**config.mk**
```make
export PLATFORM = sky130hd
export DESIGN_NAME = switch_pattern_gen
export DESIGN_NICKNAME = d
export VERILOG_FILES = /design/src/rtl/switch_pattern_gen.sv
export SDC_FILE = /design/constraint.sdc
export NUM_CORES = 1
export LEC_CHECK = 0
export BUFFER_PORTS_ARGS = -buffer_cell sky130_fd_sc_hd__buf_4
export CAP_MARGIN = 20
export CORE_ASPECT_RATIO = 1.1
export CORE_MARGIN = 4
export CORE_UTILIZATION = 58
export DETAILED_ROUTE_END_ITERATION = 16
export PLACE_DENSITY_LB_ADDON = 0.3
export SYNTH_ARGS = -nofsm -noshare
export SYNTH_HDL_FRONTEND = slang
export SYNTH_SLANG_ARGS = --single-unit
export TNS_END_PERCENT = 30
```
**constraint.sdc**
```tcl
create_clock -name clk -period 6.75 [get_ports clk]
set_clock_uncertainty 0.05 [all_clocks]
set_input_delay 1.0125 -clock clk [delete_from_list [all_inputs] [get_ports clk]]
set_output_delay 1.0125 -clock clk [all_outputs]
set_load 0.02 [all_outputs]
```
**src/rtl/switch_pattern_gen.sv**
```systemverilog
// Drives sw3/sw2/sw1 toward a requested chain entry one legal step at a time,
// so the downstream switch decoder only ever sees legal single-bit transitions.
module switch_pattern_gen #(
    parameter int unsigned STEP_DIV = 4
) (
    input  logic        clk,
    input  logic        rst,
    input  logic        req_valid,
    output logic        req_ready,
    input  logic [31:0] req_n3,
    input  logic [31:0] req_n2,
    input  logic [31:0] req_n1,
    output logic        sw3,
    output logic        sw2,
    output logic        sw1,
    output logic [2:0]  pos,
    output logic        busy,
    output logic        done,
    output logic        err
);

    typedef enum logic [1:0] {
        ST_IDLE  = 2'd0,
        ST_CHECK = 2'd1,
        ST_MOVE  = 2'd2
    } state_e;

    localparam logic [7:0] RELOAD = 8'(STEP_DIV - 32'd1);

    // Chain index to switch pattern {sw3, sw2, sw1}
    function automatic logic [2:0] chain_pat(input logic [2:0] idx);
        logic [2:0] pat;
        case (idx)
            3'd0:    pat = 3'b000;
            3'd1:    pat = 3'b100;
            3'd2:    pat = 3'b110;
            3'd3:    pat = 3'b111;
            3'd4:    pat = 3'b011;
            default: pat = 3'b000;
        endcase
        return pat;
    endfunction

    // Switch pattern to {legal, chain index}
    function automatic logic [3:0] pat_to_idx(input logic [2:0] pat);
        logic [3:0] res;
        case (pat)
            3'b000:  res = {1'b1, 3'd0};
            3'b100:  res = {1'b1, 3'd1};
            3'b110:  res = {1'b1, 3'd2};
            3'b111:  res = {1'b1, 3'd3};
            3'b011:  res = {1'b1, 3'd4};
            default: res = {1'b0, 3'd0};
        endcase
        return res;
    endfunction

    state_e      state_q, state_d;
    logic [31:0] n3_q, n3_d, n2_q, n2_d, n1_q, n1_d;
    logic [2:0]  pos_q, pos_d;
    logic [2:0]  sw_q, sw_d;
    logic [7:0]  cnt_q, cnt_d;
    logic        busy_q, busy_d;
    logic        done_q, done_d;
    logic        err_q, err_d;

    logic        req_ready_s;
    logic        in_set_s;
    logic [2:0]  pat_s;
    logic        tgt_ok_s;
    logic [2:0]  tgt_idx_s;
    logic [2:0]  next_pos_s;

    assign req_ready_s = (state_q == ST_IDLE);
    assign in_set_s    = ((n3_q == 32'd0) || (n3_q == 32'd3)) &&
                         ((n2_q == 32'd0) || (n2_q == 32'd2)) &&
                         ((n1_q == 32'd0) || (n1_q == 32'd1));
    assign pat_s       = {(n3_q != 32'd0), (n2_q != 32'd0), (n1_q != 32'd0)};
    assign {tgt_ok_s, tgt_idx_s} = pat_to_idx(pat_s);
    // The chain is linear, so the only path is toward the target index
    assign next_pos_s  = (tgt_idx_s > pos_q) ? (pos_q + 3'd1) : (pos_q - 3'd1);

    // Next-state, held request, step timing and status pulses
    always_comb begin
        state_d = state_q;
        n3_d    = n3_q;
        n2_d    = n2_q;
        n1_d    = n1_q;
        pos_d   = pos_q;
        sw_d    = sw_q;
        cnt_d   = cnt_q;
        done_d  = 1'b0;
        err_d   = 1'b0;
        case (state_q)
            ST_IDLE: begin
                if (req_valid && req_ready_s) begin
                    n3_d    = req_n3;
                    n2_d    = req_n2;
                    n1_d    = req_n1;
                    state_d = ST_CHECK;
                end else begin
                    state_d = ST_IDLE;
                end
            end
            ST_CHECK: begin
                if (!(in_set_s && tgt_ok_s)) begin
                    err_d   = 1'b1;
                    state_d = ST_IDLE;
                end else if (tgt_idx_s == pos_q) begin
                    done_d  = 1'b1;
                    state_d = ST_IDLE;
                end else begin
                    cnt_d   = RELOAD;
                    state_d = ST_MOVE;
                end
            end
            ST_MOVE: begin
                if (cnt_q == 8'd0) begin
                    pos_d = next_pos_s;
                    sw_d  = chain_pat(next_pos_s);
                    if (next_pos_s == tgt_idx_s) begin
                        done_d  = 1'b1;
                        state_d = ST_IDLE;
                    end else begin
                        cnt_d = RELOAD;
                    end
                end else begin
                    cnt_d = cnt_q - 8'd1;
                end
            end
            default: begin
                state_d = ST_IDLE;
            end
        endcase
        busy_d = (state_d != ST_IDLE);
    end

    // State and output registers; rst overrides any pending step or pulse
    always_ff @(posedge clk) begin
        if (rst) begin
            state_q <= ST_IDLE;
            n3_q    <= 32'd0;
            n2_q    <= 32'd0;
            n1_q    <= 32'd0;
            pos_q   <= 3'd0;
            sw_q    <= 3'b000;
            cnt_q   <= 8'd0;
            busy_q  <= 1'b0;
            done_q  <= 1'b0;
            err_q   <= 1'b0;
        end else begin
            state_q <= state_d;
            n3_q    <= n3_d;
            n2_q    <= n2_d;
            n1_q    <= n1_d;
            pos_q   <= pos_d;
            sw_q    <= sw_d;
            cnt_q   <= cnt_d;
            busy_q  <= busy_d;
            done_q  <= done_d;
            err_q   <= err_d;
        end
    end

    assign req_ready = req_ready_s;
    assign sw3       = sw_q[2];
    assign sw2       = sw_q[1];
    assign sw1       = sw_q[0];
    assign pos       = pos_q;
    assign busy      = busy_q;
    assign done      = done_q;
    assign err       = err_q;

endmodule

```
Word level (Yosys, flattened, before mapping)
Index checks and enable logic that the tools add are counted.
{ "word_totals": {"reg_bits": 115, "out_inout_bits": 10, "word_cells": 75} }
{ "op_classes": {"n_addsub": 3, "order_cmp": 1, "eq_ne": 18, "muxes": 20, "bitwise_logic": 1, "reduce_logical": 22} }
{ "op_table": {"columns": ["cell", "count"], "rows": [
  ["$logic_not 32->1", 3],
  ["$reduce_bool 32->1", 3],
  ["$eq 32x2->1 const B", 2],
  ["$eq 32x1->1 const B", 1],
  ["$mux 8", 4],
  ["$pmux 4 s5", 1],
  ["$pmux 8 s2", 1],
  ["$eq 3x3->1 const B", 4],
  ["$pmux 3 s4", 1],
  ["$eq 3x2->1 const B", 3],
  ["$logic_not 8->1", 1],
  ["$mux 2", 4],
  ["$sub 8x1->8 const B", 1],
  ["$eq 3x3->1", 2],
  ["$mux 1", 6],
  ["$pmux 2 s3", 1],
  ["$logic_and 1x1->1", 4],
  ["$ne 2x2->1 const B", 2],
  ["$reduce_and 2->1", 2],
  ["$reduce_and 4->1", 1],
  ["$reduce_bool 2->1", 2],
  ["$add 3x1->3 const B", 1],
  ["$eq 3x1->1 const B", 1],
  ["$gt 3x3->1", 1],
  ["11 further kinds", 13]
]} }

Longest topological paths before layout
Gate-level depths: netlist of the first run.
{ "depth": {"word_depth": 10, "depth_mapped": 18, "depth_no_buf": 18} }

Worst setup path after synthesis of the first run
OpenSTA, ideal clock, no wires.
{ "synth_timing": {"path_type": "reg-to-reg", "start": "register n2_q[11]", "end": "register cnt_q[1]", "setup_time_ps": 88, "arrival_ps": 3869, "required_time_ps": 6612, "slack_ps": 2743, "path_stages_with_launch": 19, "period_less_slack_ps": 4007, "cell_sequence": "dfxtp_1 > nor4_1 > nand2_1 > nor4_4 > and2_1 > xnor2_1 > nand2_1 > ha_1 > nand3_1 > o311ai_4 > inv_1 > fa_1 > xnor2_1 > xnor2_2 > or3b_1 > nor4_2 > nor2_1 > o21a_1 > a311oi_2"} }
{ "synth_between": {"elab_chain_cells": 8, "word_cells_on_any_way": 21, "classes_between": "order compare: 1; eq/ne: 10; mux: 2; reduce/logical: 8"} }
{ "synth_lines": {"columns": ["element", "line", "text"], "rows": [
  ["start: declaration", "59", "logic [31:0] n3_q, n3_d, n2_q, n2_d, n1_q, n1_d;"],
  ["start signal: assignment", "154", "n2_q <= n2_d;"],
  ["$reduce_bool 32->1", "78", "assign pat_s = {(n3_q != 32'd0), (n2_q != 32'd0), (n1_q != 32'd0)};"],
  ["$eq 3x2->1, or another cell as far along", "47", "case (pat)"],
  ["$pmux 4 s5", "47", null],
  ["$gt 3x3->1", "81", "assign next_pos_s = (tgt_idx_s > pos_q) ? (pos_q + 3'd1) : (pos_q - 3'd1);"],
  ["$mux 3", "81", null],
  ["$eq 3x3->1", "121", "if (next_pos_s == tgt_idx_s) begin"],
  ["$ne 3x3->1 (no line)", null, null],
  ["$reduce_and 4->1 (no line) (*)", null, null],
  ["end signal: assignment", "158", "cnt_q <= cnt_d;"],
  ["end: declaration", "62", "logic [7:0] cnt_q, cnt_d;"]
]} }
Every way passes the cells marked *; elsewhere a longest branch is shown, timed or not.
A chain may end at the register's enable or synchronous reset.

Final worst setup path of the first run
{ "layout_timing": {"start": "register n1_q[12]", "end": "register cnt_q[6]"} }
{ "layout_between": {"elab_chain_cells": 8, "word_cells_on_any_way": 20, "classes_between": "order compare: 1; eq/ne: 10; mux: 2; reduce/logical: 7"} }
{ "layout_lines": {"columns": ["element", "line", "text"], "rows": [
  ["start: declaration", "59", null],
  ["start signal: assignment", "155", "n1_q <= n1_d;"],
  ["$reduce_bool 32->1", "78", null],
  ["$eq 3x2->1, or another cell as far along", "47", null],
  ["$pmux 4 s5", "47", null],
  ["$gt 3x3->1", "81", null],
  ["$mux 3", "81", null],
  ["$eq 3x3->1", "121", null],
  ["$ne 3x3->1 (no line)", null, null],
  ["$reduce_and 4->1 (no line) (*)", null, null]
]} }
Marks and branches as above.

==> results of run 1 <==
worst max-delay path by stage:
stage	cells past startpoint	startpoint	endpoint
floorplan	18	n2_q[11]$_SDFFE_PP0P_	cnt_q[1]$_SDFFE_PP0P_
global placement	18	n1_q[1]$_SDFFE_PP0P_	cnt_q[1]$_SDFFE_PP0P_
detailed placement	18	n1_q[12]$_SDFFE_PP0P_	cnt_q[6]$_SDFFE_PP0P_
CTS	18	n1_q[12]$_SDFFE_PP0P_	cnt_q[6]$_SDFFE_PP0P_
global route	18	n2_q[19]$_SDFFE_PP0P_	cnt_q[6]$_SDFFE_PP0P_
finish	18	n1_q[12]$_SDFFE_PP0P_	cnt_q[6]$_SDFFE_PP0P_
synth_stat cells (all sizes together) (2+ instances only):
library cell / n / area, um^2
nand4: 7 / 43.8
nor3: 7 / 35.0
dfxtp: 115 / 2300
o21a: 3 / 22.5
and2: 4 / 25.0
nand2: 211 / 792
a31o: 4 / 35.0
clkbuf: 27 / 101
nor2b: 2 / 20.0
inv: 16 / 60.1
a31oi: 2 / 12.5
xnor2: 4 / 42.6
nor4: 26 / 190
nand2b: 2 / 12.5
a311oi: 3 / 32.5
o21ai: 5 / 25.0
a32o: 2 / 20.0
buf: 8 / 31.3
nor2: 24 / 90.1
ha: 14 / 175
nand3: 3 / 15.0
a21oi: 108 / 541
o311ai: 5 / 61.3
layout make-up:
cell class	instances	area, um^2
well taps	108	135
clock buffers	19	422
inverters	16	60.1
repair buffers	111	853
clock inverters	13	160
multi-input cells	448	2300
flip-flops and latches	115	2300
fillers	566	1770
sequential cells by signal (all words and copies together), names as in the netlist, 2 cells and up:
signal / count
n2_q: 32
n3_q: 32
sw_q: 3
pos: 3
n1_q: 32
cnt_q: 8
state_q: 2
per-stage QoR:
stage / instance area (um^2) / hold slack [ns] / util
2_1_floorplan: 4790 / 0.386 / -
3_3_place_gp: 5620 / 0.393 / 0.703
3_5_place_dp: 5620 / 0.398 / 0.703
4_1_cts: 6200 / 0.408 / 0.776
5_1_grt: 6230 / 0.425 / 0.779
6_report: 6230 / 0.406 / 0.779
cell families (layout without fill, tap and decap cells):
logic type,after synthesis,in the layout,share of synthesized area
multiplexers,1,1,0.00209
AO/OA/AOI/OAI,136,136,0.163
AND/OR/NAND/NOR,292,292,0.265
adder cells (fa/ha/maj),15,15,0.0407
flip-flops,115,115,0.481
XOR/XNOR,4,4,0.00888
buffers and inverters,51,159,0.0402
cell usage in the layout, fill, tap and decap left out, types with 2 or more instances in the layout:
cell	n
sky130_fd_sc_hd__nand2_1	210
sky130_fd_sc_hd__dfxtp_1	115
sky130_fd_sc_hd__buf_4	110
sky130_fd_sc_hd__a21oi_1	108
sky130_fd_sc_hd__nor2_1	24
sky130_fd_sc_hd__nor4_1	23
sky130_fd_sc_hd__inv_1	16
sky130_fd_sc_hd__clkbuf_16	16
sky130_fd_sc_hd__ha_1	14
sky130_fd_sc_hd__nand4_1	7
sky130_fd_sc_hd__nor3_1	7
sky130_fd_sc_hd__clkinvlp_4	5
sky130_fd_sc_hd__o21ai_0	4
sky130_fd_sc_hd__o311ai_0	4
sky130_fd_sc_hd__a31o_1	4
sky130_fd_sc_hd__and2_1	3
sky130_fd_sc_hd__xnor2_1	3
sky130_fd_sc_hd__nand3_1	3
sky130_fd_sc_hd__o21a_1	3
sky130_fd_sc_hd__clkinv_2	3
sky130_fd_sc_hd__bufinv_16	3
sky130_fd_sc_hd__nor4_2	2
sky130_fd_sc_hd__nand2b_1	2
sky130_fd_sc_hd__a31oi_1	2
sky130_fd_sc_hd__a32o_1	2
sky130_fd_sc_hd__a311oi_1	2
sky130_fd_sc_hd__clkbuf_1	2
critical path: stages, from the launching register on:
cell and delay (ns):
sky130_fd_sc_hd__dfxtp_1 0.31, sky130_fd_sc_hd__nor4_1 0.30, sky130_fd_sc_hd__nand2_1 0.11, sky130_fd_sc_hd__nor4_2 0.44, sky130_fd_sc_hd__and2_1 0.27, sky130_fd_sc_hd__xnor2_1 0.14
sky130_fd_sc_hd__nand2_1 0.07, sky130_fd_sc_hd__ha_1 0.34, sky130_fd_sc_hd__nand3_1 0.17, sky130_fd_sc_hd__o311ai_4 0.16, sky130_fd_sc_hd__inv_1 0.09, sky130_fd_sc_hd__fa_1 0.38
sky130_fd_sc_hd__xnor2_1 0.24, sky130_fd_sc_hd__xnor2_2 0.19, sky130_fd_sc_hd__or3b_1 0.43, sky130_fd_sc_hd__nor4_2 0.23, sky130_fd_sc_hd__o21ai_1 0.18, sky130_fd_sc_hd__a311oi_1 0.36
sky130_fd_sc_hd__a31o_1 0.14
layer usage:
layer / global-route usage / up-vias
li1: - / 2259
met1: 0.308 / 2095
met2: 0.419 / 168
met3: 0.0687 / 26
met4: 0.0866 / 0
met5: 0 / -
power by group through the flow:
stage	combinational [mW]	clock, mW	sequential, mW
finish	0.183	0.874	0.735
global route	0.205	0.919	0.739
CTS	0.182	0.884	0.735
detailed placement	0.178	0	0.748
global placement	0.172	0	0.746
floorplan	0.111	0	0.744
==> run summary, run 1 <==
The fraction of layout cells with a size suffix above 1 came out at 0.209. The die is 94.7 um wide. The number of setup violations in the final report came out at 0. The number of I/O port buffers came out at 108. The detailed-routing wirelength on met1 came out at between 4000 and 5000 um.

The clock tree from TritonCTS is yes. The total power after layout is 1.79 mW. The total instance count after detailed placement is 797. The worst pin sits at a relative slew slack of 0.379. The beginning of the worst register-to-register path is n1_q[12]$_SDFFE_PP0P_. The uppermost signal routing layer after detailed routing is met4. At the later pin of the worst-skew pair, clock insertion delay measures between 0.5 and 0.6 ns. The last weighted congestion value of the routability-driven placer came out at 0.831. The I/O pin total came out at 109. In this run the critical register-to-register path is captured at cnt_q[6]$_SDFFE_PP0P_. The number of buffers added by the clock tree synthesis step came out at 17. Counting every instance in the synthesized netlist gives about 610. After synthesis the cells add up to 0.00479 mm^2.

The worst-case vdd ir drop is 166 uV. Clock-pin slew was measured on the worst setup and hold paths at 0.06 ns. The vertical die dimension came out at 103 um. The maximum level of the CTS H-tree came out at 4.

Along the worst path, the maximum fanout reaches 8. Compared with the post-synthesis result, the final layout area differs by 30.1%. The number of global-route vias before repair came out at 4228. The number of flops mapped to enable cells by yosys came out at 0. The number of setup buffers added after CTS is 0. For this run the aggregate overflow at the end of global routing stands at 0. The number of diodes came out at 0. Once the clock tree was built, the resizer swapped 0 gates to a different size. The row count is 34. Summed over all failing endpoints, the final setup total negative slack is 0 ns.

The initial core utilization is 0.599. The worst reg-to-reg setup slack is 2.09 ns. In the detailed route, the total length drawn on met2 is 5930 um. The sequential element share of the synthesized area is 0.481. The path class of the lowest-slack min-delay path is flop to flop. After synthesis the netlist holds a flip-flop and latch count of about 120.

The final standard cell count with taps included and fillers excluded came out at 830. Yosys printed 0 warnings. The detailed-route DRC error count came out at 0. The synthesized net count came out at roughly 730. The maximum clock rate came out at ~210 MHz. The cell-internal power is 1.36 mW. The power share of the clock group is 0.488. The kind of launch point of the worst setup path is a flop.

The wire-length estimate of the detail-placed layout is around 7600 um. Across the run, the number of max-cap violations was 0. The number of antenna violations at the first check in global routing was 0. The via count of the routed design is 4548. The share of total power dissipated in combinational logic is 0.102. The final number of max-transition violations is 0. The critical path arrival is 5.06 ns. The number of buffers added to fix hold violations after cts is 0. The library cell used as clock root buffer is sky130_fd_sc_hd__clkbuf_8. In the synthesized netlist the async set-or-reset flop fraction comes to 0. Dividing total power by cell area gives a power density of 288 mW/mm^2.

The wire length of the first global-routing pass is 19300 um. The worst hold path was traced through 2 stages. The type of the setup path with the least slack is flop to flop. The average size of a mapped cell came out at 7.80 um^2. The post-detailed-route count of antenna-violating nets is 0. Setup repair after global routing left no endpoint under its margin. The core footprint came out at 0.00800 mm^2.

The shortest clock period the worst path allows after layout came out at roughly 4.7 ns. The first-pass detailed-route iteration total came out at 5. The slew at the pin with the worst max-slew slack came out at just over 0.9 ns.

The worst slack after detailed placement is 2.19 ns. The data required time at the worst endpoint came out at 7.15 ns. Of the total power, registers draw 0.410. Entering global routing, the biggest net connects 118 pins. The global router's overall resource usage is 0.249. STA classifies the critical path endpoint as a flop. The longest clock path from root to sink contains 2 buffers. The number of library cell types mapped by synthesis is 43. The routed length on met3 came out at just under 900 um. In the final routed layout, each cell accounts on average for 14.3 um.

The path with the worst hold slack has its endpoint at n3_q[19]$_SDFFE_PP0P_. The die outline area came out at 0.00978 mm^2. For this design the total switching power over the nets is ~0.43 mW. The overall routed net length is 11900 um. The depth of the worst register-to-register path is 18. The final layout net count is slightly above 800.

The worst path meets setup with 2.09 ns of slack. The standby leakage power came out at 2.54 nW. The switching power as a share of total power is 0.241. The most used flip-flop cell after synthesis is sky130_fd_sc_hd__dfxtp_1. The vias per cell is ~5.5. The number of sinks handled by clock tree synthesis came out at between 100 and 150. The number of failing hold endpoints at the final stage came to 0.

The flow ran to the end, and the final reports show no timing, DRC or antenna violations. In this run the most critical hold path is launched from n3_q[19]$_SDFFE_PP0P_. The share of the clock period used by the worst path came out at 0.691. The violation count after the first detailed-route iteration is 308.
Power figures use the tool's default switching activity.
==> run 2: changes to the inputs <==
--- a/config.mk
+++ b/config.mk
@@ -9,7 +9,7 @@
 export CAP_MARGIN = 20
 export CORE_ASPECT_RATIO = 1.1
 export CORE_MARGIN = 4
-export CORE_UTILIZATION = 58
+export CORE_UTILIZATION = 54
 export DETAILED_ROUTE_END_ITERATION = 16
 export PLACE_DENSITY_LB_ADDON = 0.3
 export SYNTH_ARGS = -nofsm -noshare
==> constraint.sdc (replaced) <==
create_clock -name clk -period 4.35 [get_ports clk]
set_clock_uncertainty 0.05 [all_clocks]
set_input_delay 0.6525 -clock clk [delete_from_list [all_inputs] [get_ports clk]]
set_output_delay 0.6525 -clock clk [all_outputs]
set_load 0.02 [all_outputs]
==> run 2 against run 1 <==
Net effect:
- the flow now finishes with violations (negative setup slack)
- total power is 68% higher
- register-to-register slack worse by 2.1 ns
- routed wire length is 19% higher
- critical endpoint is now busy$_SDFF_PP0_
- largest cell class is now multi-input gates
- largest power group unchanged
==> run summary, run 2 (synthesized netlist as in run 1, its figures left out) <==
The violation count after the first detailed-route iteration came out at 333. The maximum clock rate is 229 MHz. For this run, the slowest stage of the critical path takes 0.40 ns. The finished layout holds 847 standard cells, fillers aside. The floorplan step defined a core boundary enclosing about 0.0085 mm^2. The standby leakage power is 2.70 nW. The HPWL after detailed placement came out at 8010 um.

The number of I/O port buffers came out at 108. The maximum level of the CTS H-tree is 4. The final reports fail on negative setup slack.

The final layout net count came out at 837. The post-route standard cell area excluding fillers is between 0.006 and 0.007 mm^2. The count of maximum capacitance violations came out at 0. The critical path goes through nor4_2, nand2_1, nor4_4, and2_4, nor3_2, ha_1, or2_4, o311ai_4, inv_2, fa_2, xnor2_2, xnor2_2, or3b_4, nor4_4, nor2_1, o21a_2, a31o_1.

The detailed router placed 4820 vias in this run. Counting tap cells, the placed design contains a total of 802 instances. The final setup slack of the worst path is -0.0121 ns. The die boundary width is 97.8 um. The worst hold path belongs to the class primary input to flop.

The critical path arrival came out at between 4 and 5 ns. The initial core utilization came out at 0.564. The first-pass detailed-route iteration total came out at 5.

The kind of launch point of the worst setup path is a flop. 109 I/O pins were placed. The number of diodes is 0. The biggest fanout along the worst timing path came out at 4. The clock drives 115 sinks. The worst-case vdd ir drop came out at 334 uV. The maximum buffer depth of the clock tree is 2. The type of the setup path with the least slack is flop to flop.

The vertical die dimension came out at 107 um. The overall routed net length is 14100 um. The number of antenna violations at the first check in global routing came out at 0. The global router's overall resource usage is 0.247. Setup repair after global routing could not meet its margin everywhere.

The tree is rooted in a sky130_fd_sc_hd__clkbuf_8. The power per cell area came out at 454 mW/mm^2. The final standard cell utilization of the core is 0.783. The top cell types in the final layout, fill and taps aside, are sky130_fd_sc_hd__nand2_1 (207), sky130_fd_sc_hd__buf_4 (125), sky130_fd_sc_hd__dfxtp_1 (111), sky130_fd_sc_hd__a21oi_1 (107), sky130_fd_sc_hd__nor2_1 (23). The first global-routing pass estimated between 20000 and 25000 um of wire. The slew at the pin with the worst max-slew slack came out at 1.03 ns. The detail route stage leaves a number of antenna-violating nets equal to 0.

The number of clock buffers added by TritonCTS is 17. The library cell used most frequently in the layout, excluding fill and tap cells, is sky130_fd_sc_hd__nand2_1. Power comes to 3.02 mW. The final number of max-transition violations came to 0. The relative area change from synthesis to final layout came out at 38.8%.

The flow ran to the end, but the final reports show violations. The placed instance area came out at ~0.0056 mm^2. The die outline area came out at 0.0104 mm^2. Setup violations remaining at the end of the flow were counted as 1. The fraction of layout cells with a size suffix above 1 came out at 0.274. The depth of the worst register-to-register path is 17.

The clock slew seen by the registers of the worst setup and hold paths is 0.06 ns. The vias per cell is 5.69. The worst path in the final design needs a cycle of 4.36 ns, including I/O delays and setup. The clock tree from TritonCTS is yes. The final routed wire length divided by cell count is 16.6 um.

At the end of routability-driven placement, the weighted congestion stood at about 0.85. The share of the clock period used by the worst path came out at 1.00. The worst setup path is captured at a flop. The maximum number of pins on one net before global-route repair came out at 97. The number of failing hold endpoints at the final stage came to 0.

The number of global-route vias before repair came out at 4524. The data required time at the worst endpoint came out at between 4 and 5 ns. The remaining global-route overflow is 0. Measured against its own limit, the worst slew margin works out to 0.310. The detailed-route DRC error count is 0. The largest registers in the layout are n1_q x32, n2_q x32, n3_q x32. The largest individual stage delay along the critical path comes from the cell sky130_fd_sc_hd__fa_2. The worst hold path cell count is 3. The clock latency at the later pin of the worst-skew pair came out at slightly above 0.5 ns. The row count is 35.
-- run 2: power by group --
group,switching (mW),internal [mW],total [mW]
clock,0.492,1.05,1.54
combinational,0.173,0.152,0.325
sequential,0.0427,1.11,1.15
total,0.708,2.31,3.02
-- run 2: per-layer routing --
layer  GRT usage  routed length (um)
met3      0.0703                 991
met4      0.0821                 495
met5           0                   0
met1       0.295                5380
met2       0.428                7200
-- run 2: metrics by stage --
| stage | setup slack [ns] | setup TNS [ns] | hold WS (ns) |
|---|---|---|---|
| floorplan | 0.343 | 0 | 0.386 |
| global placement | 0.0768 | 0 | 0.392 |
| detailed placement | -0.105 | -0.435 | 0.399 |
| CTS | 0.0274 | 0 | 0.320 |
| global route | -0.155 | -0.590 | 0.325 |
| finish | -0.0121 | -0.0121 | 0.329 |
-- run 2: repair_timing --
| action | in CTS | in global routing |
|---|---|---|
| hold buffers | 0 | 0 |
| pin swaps | 7 | 31 |
| buffers inserted | 3 | 10 |
| gates resized for setup | 18 | 29 |
| endpoints found under the setup margin | 7 | 7 |
-- run 2: worst paths after layout --
kind,start,to,slack (ns)
worst max-delay path,n1_q[12]$_SDFFE_PP0P_,busy$_SDFF_PP0_,-0.01
worst min-delay path,req_n3[6],n3_q[6]$_SDFFE_PP0P_,0.33
worst max register to register,n1_q[12]$_SDFFE_PP0P_,busy$_SDFF_PP0_,-0.01
worst min register to register,n1_q[1]$_SDFFE_PP0P_,n1_q[1]$_SDFFE_PP0P_,0.41
-- run 2: final cells by class --
type	count	area [um^2]
multi-input combinational	448	2550
sequential	115	2310
fill	536	1850
timing repair buffer	125	938
clock buffer	19	422
clock inverter	13	231
tap	111	139
inverter	16	60.1
-- run 2: worst max-delay path, delay by kind of cell, from the launching register on --
family,cells,cell delay (ns)
DFF,1,0.34
xor gates and xnor gates,2,0.35
and+or+nand+nor,9,2.13
AOI/OAI and AO/OA,3,0.57
buffers and inverters,1,0.08
adders and majority gates,2,0.73
==> run 3: changes to the inputs <==
==> constraint.sdc (replaced) <==
create_clock -name clk -period 4.35 [get_ports clk]
set_clock_uncertainty 0.05 [all_clocks]
set_input_delay 0.87 -clock clk [delete_from_list [all_inputs] [get_ports clk]]
set_output_delay 0.87 -clock clk [all_outputs]
set_load 0.02 [all_outputs]
==> run 3 against run 2 <==
Net effect:
- the run now ends clean
- first-iteration DRC count increased by 13%
- sequential cell count unchanged
- global-route usage down 0.82 points
- register-to-register slack improved by 0.12 ns
- routed wire length shrank 7.3%
- critical path depth stayed put
- sequential share of layout area grew 0.58 points
- final area decreased by 1.8%
- cell count is 0.24% lower
- sequential power about the same
- hold slack better by 0.078 ns
- largest power group unchanged
==> run summary, run 3 (synthesized netlist as in run 1, its figures left out) <==
At the worst endpoint, the required time is 4.72 ns. The die outline area is between 0.01 and 0.015 mm^2. The final routed wire length divided by cell count came out at about 15 um.

The remaining global-route overflow is 0. The largest registers in the layout are n1_q x32, n2_q x32, n3_q x32. Measured against its own limit, the worst slew margin works out to 0.390.

The standby leakage power is 2.66 nW. The end point of the critical path is cnt_q[0]$_SDFFE_PP0P_. In this run, post-CTS hold repair placed 0 buffers. The cell repeated most along the worst path is sky130_fd_sc_hd__xnor2_2.

The area growth from synthesis to layout is 36.2%. The storage element area is approximately 0.0023 mm^2. The final number of max-transition violations came out at 0.

Entering global routing, the biggest net connects 66 pins. TritonCTS built the clock tree. The biggest fanout along the worst timing path is 4. For this design the ratio of total power to cell area is 454 mW/mm^2. The count of buffering cells on the critical path with inverters included came out at 1. The flow ran to the end, and the final reports show no timing, DRC or antenna violations. The final setup slack of the worst path is 0.111 ns. The library cells used most frequently in the layout, excluding fill and tap cells, are sky130_fd_sc_hd__nand2_1 (209), sky130_fd_sc_hd__buf_4 (123), sky130_fd_sc_hd__dfxtp_1 (115), sky130_fd_sc_hd__a21oi_1 (107), sky130_fd_sc_hd__nor2_1 (23).

The leading cell type in the layout, fill and taps excluded is sky130_fd_sc_hd__nand2_1. The critical path arrival is about 4.6 ns. The routed design has 13000 um of wire. The worst register-to-register path ends at cnt_q[0]$_SDFFE_PP0P_. The violation count after the first detailed-route iteration came out at 375.

Clock tree synthesis selected as its root buffer the cell sky130_fd_sc_hd__clkbuf_8. The count of maximum capacitance violations is 0. For the pin with the worst max-slew slack, the measured transition is approximately 0.91 ns. In this run the critical register-to-register path is launched from n3_q[22]$_SDFFE_PP0P_. Broken down by cell family, the worst path's largest delay share belongs to simple AND/OR/NAND/NOR gates. STA classifies the critical path endpoint as a flop. The number of setup violations in the final report is 0. Traced cell by cell, the critical path runs through nor4_2, nand4_1, nor2_2, nand2_2, nor3_2, ha_1, or2_2, o311ai_4, inv_1, fa_2, xnor2_2, xnor2_2, and3b_1, a32o_1, o21ai_1, a21oi_1, a311oi_1.

The worst slack after detailed placement is -0.0734 ns. The initial utilization of the core area, before any placement, comes to 0.564. The shortest clock period the worst path allows after layout is 4.24 ns. The worst setup path startpoint is n3_q[22]$_SDFFE_PP0P_. The number of diodes is 0. The delay of the slowest cell on the worst path is 0.36 ns. The setup check on the worst reg-to-reg path leaves a slack of around 0.11 ns.

Measured on the finished design, the core utilization comes to 0.768. The vias per cell is 5.54. The detailed-route DRC error count came out at 0. The area of combinational cells with multiple inputs came out at 0.00246 mm^2. For this block, the via count after detailed routing is 4682. The number of antenna violations at the first check in global routing came out at 0.

The I/O pin total is 109. The clock slew seen by the registers of the worst setup and hold paths came out at approximately 0.06 ns. The maximum buffer depth of the clock tree is 2. The last weighted congestion value of the routability-driven placer is ~0.88. On the critical path, the stage with the largest delay is an instance of sky130_fd_sc_hd__fa_2.

The number of cells on the worst reg-to-reg path is 17. The number of global-route vias before repair is approximately 4700. The critical path crosses 17 cells after its start point. The vertical die dimension came out at 107 um.

The wire-length estimate of the detail-placed layout is 8020 um. The final layout net count is 835. Buffers inserted during clock tree synthesis total 17. The worst setup path is launched from a flop. The path class of the lowest-slack min-delay path is flop to flop. The share of the clock period used by the worst path came out at 0.974.

The maximum clock rate came out at 236 MHz. The die boundary width is 97.8 um. The maximum level of the CTS H-tree came out at 4. The core region is 0.00850 mm^2. Counting the fill cells in the layout gives 560. The number of I/O port buffers came out at 108. The row count came out at 35.

The worst-case vdd ir drop is 257 uV. The final hold slack is 0.407 ns. Clock latency on the worst-skew pair, taken at its later pin, is 0.52 ns. The post-detailed-route count of antenna-violating nets came out at 0. The number of failing hold endpoints at the final stage is 0. Of the cells placed in the final design, the portion with a size suffix greater than 1 is 0.255. The global router's overall resource usage is 0.239. The number of sinks handled by clock tree synthesis came out at 115. The wire length of the first global-routing pass came out at roughly 20000 um. The type of the setup path with the least slack is flop to flop.

The first-pass detailed-route iteration total is 5.
-- run 3: cell types whose count changed in the layout (fill, tap and decap cells not counted), sizes merged --
| cell | previous run | this run |
|---|---|---|
| buf | 125 | 123 |
| bufinv | 6 | 5 |
| clkbuf | 19 | 18 |
| clkinv | 4 | 2 |
| clkinvlp | 2 | 3 |
| inv | 17 | 20 |
-- run 3: timing repair --
| action | CTS | global route |
|---|---|---|
| setup buffers | 5 | 5 |
| gates resized for setup | 16 | 11 |
| pin swaps | 8 | 11 |
| setup endpoints to repair | 6 | 7 |
-- run 3: cell type report --
class / count / area share
multi-input cells: 448 / 0.377
flip-flops and latches: 115 / 0.353
repair buffers: 123 / 0.141
clock buffers: 18 / 0.0640
clock inverters: 14 / 0.0345
well taps: 111 / 0.0213
inverters: 16 / 0.00920
-- run 3: worst min-delay path by stage --
| stage | slack (ns) | startpoint | endpoint | cells after the start |
|---|---|---|---|---|
| after floorplan | 0.39 | n1_q[29]$_SDFFE_PP0P_ | n1_q[29]$_SDFFE_PP0P_ | 2 |
| after global placement | 0.39 | n2_q[16]$_SDFFE_PP0P_ | n2_q[16]$_SDFFE_PP0P_ | 2 |
| after detailed placement | 0.40 | n3_q[22]$_SDFFE_PP0P_ | n3_q[22]$_SDFFE_PP0P_ | 2 |
| after global routing | 0.42 | n2_q[7]$_SDFFE_PP0P_ | n2_q[7]$_SDFFE_PP0P_ | 2 |
| after CTS | 0.40 | n2_q[9]$_SDFFE_PP0P_ | n2_q[9]$_SDFFE_PP0P_ | 2 |
| final | 0.41 | n2_q[9]$_SDFFE_PP0P_ | n2_q[9]$_SDFFE_PP0P_ | 2 |
-- run 3: per-stage QoR --
step / setup TNS (ns) / cells / total power [mW] / area [um^2]
3_3_place_gp: 0 / 803 / 1.43 / 5650
3_5_place_dp: -0.202 / 803 / 1.44 / 5650
2_1_floorplan: 0 / 614 / 1.33 / 4790
5_1_grt: -0.365 / 845 / 3.07 / 6530
6_report: 0 / 845 / 2.96 / 6530
4_1_cts: 0 / 840 / 2.95 / 6420
-- run 3: worst min-delay path, cell delays in order (launching register included) --
cell and delay [ns]:
sky130_fd_sc_hd__dfxtp_1 0.31, sky130_fd_sc_hd__nand2_1 0.05, sky130_fd_sc_hd__a21oi_1 0.05
-- run 3: power breakdown --
| part | switching [mW] | leakage, nW | total, mW | internal [mW] |
|---|---|---|---|---|
| sequential | 0.0374 | 0.943 | 1.15 | 1.11 |
| combinational | 0.167 | 1.41 | 0.312 | 0.145 |
| clock | 0.508 | 0.303 | 1.50 | 0.996 |
| total | 0.713 | 2.66 | 2.96 | 2.25 |
-- run 3: metal layers --
metal  track usage  routed length (um)  vias to the layer above
li1              -                   -                     2290
met1         0.284                5310                     2194
met2         0.411                6620                      168
met3        0.0638                 815                       30
met4        0.0930                 297                        0
met5             0                   0                        -
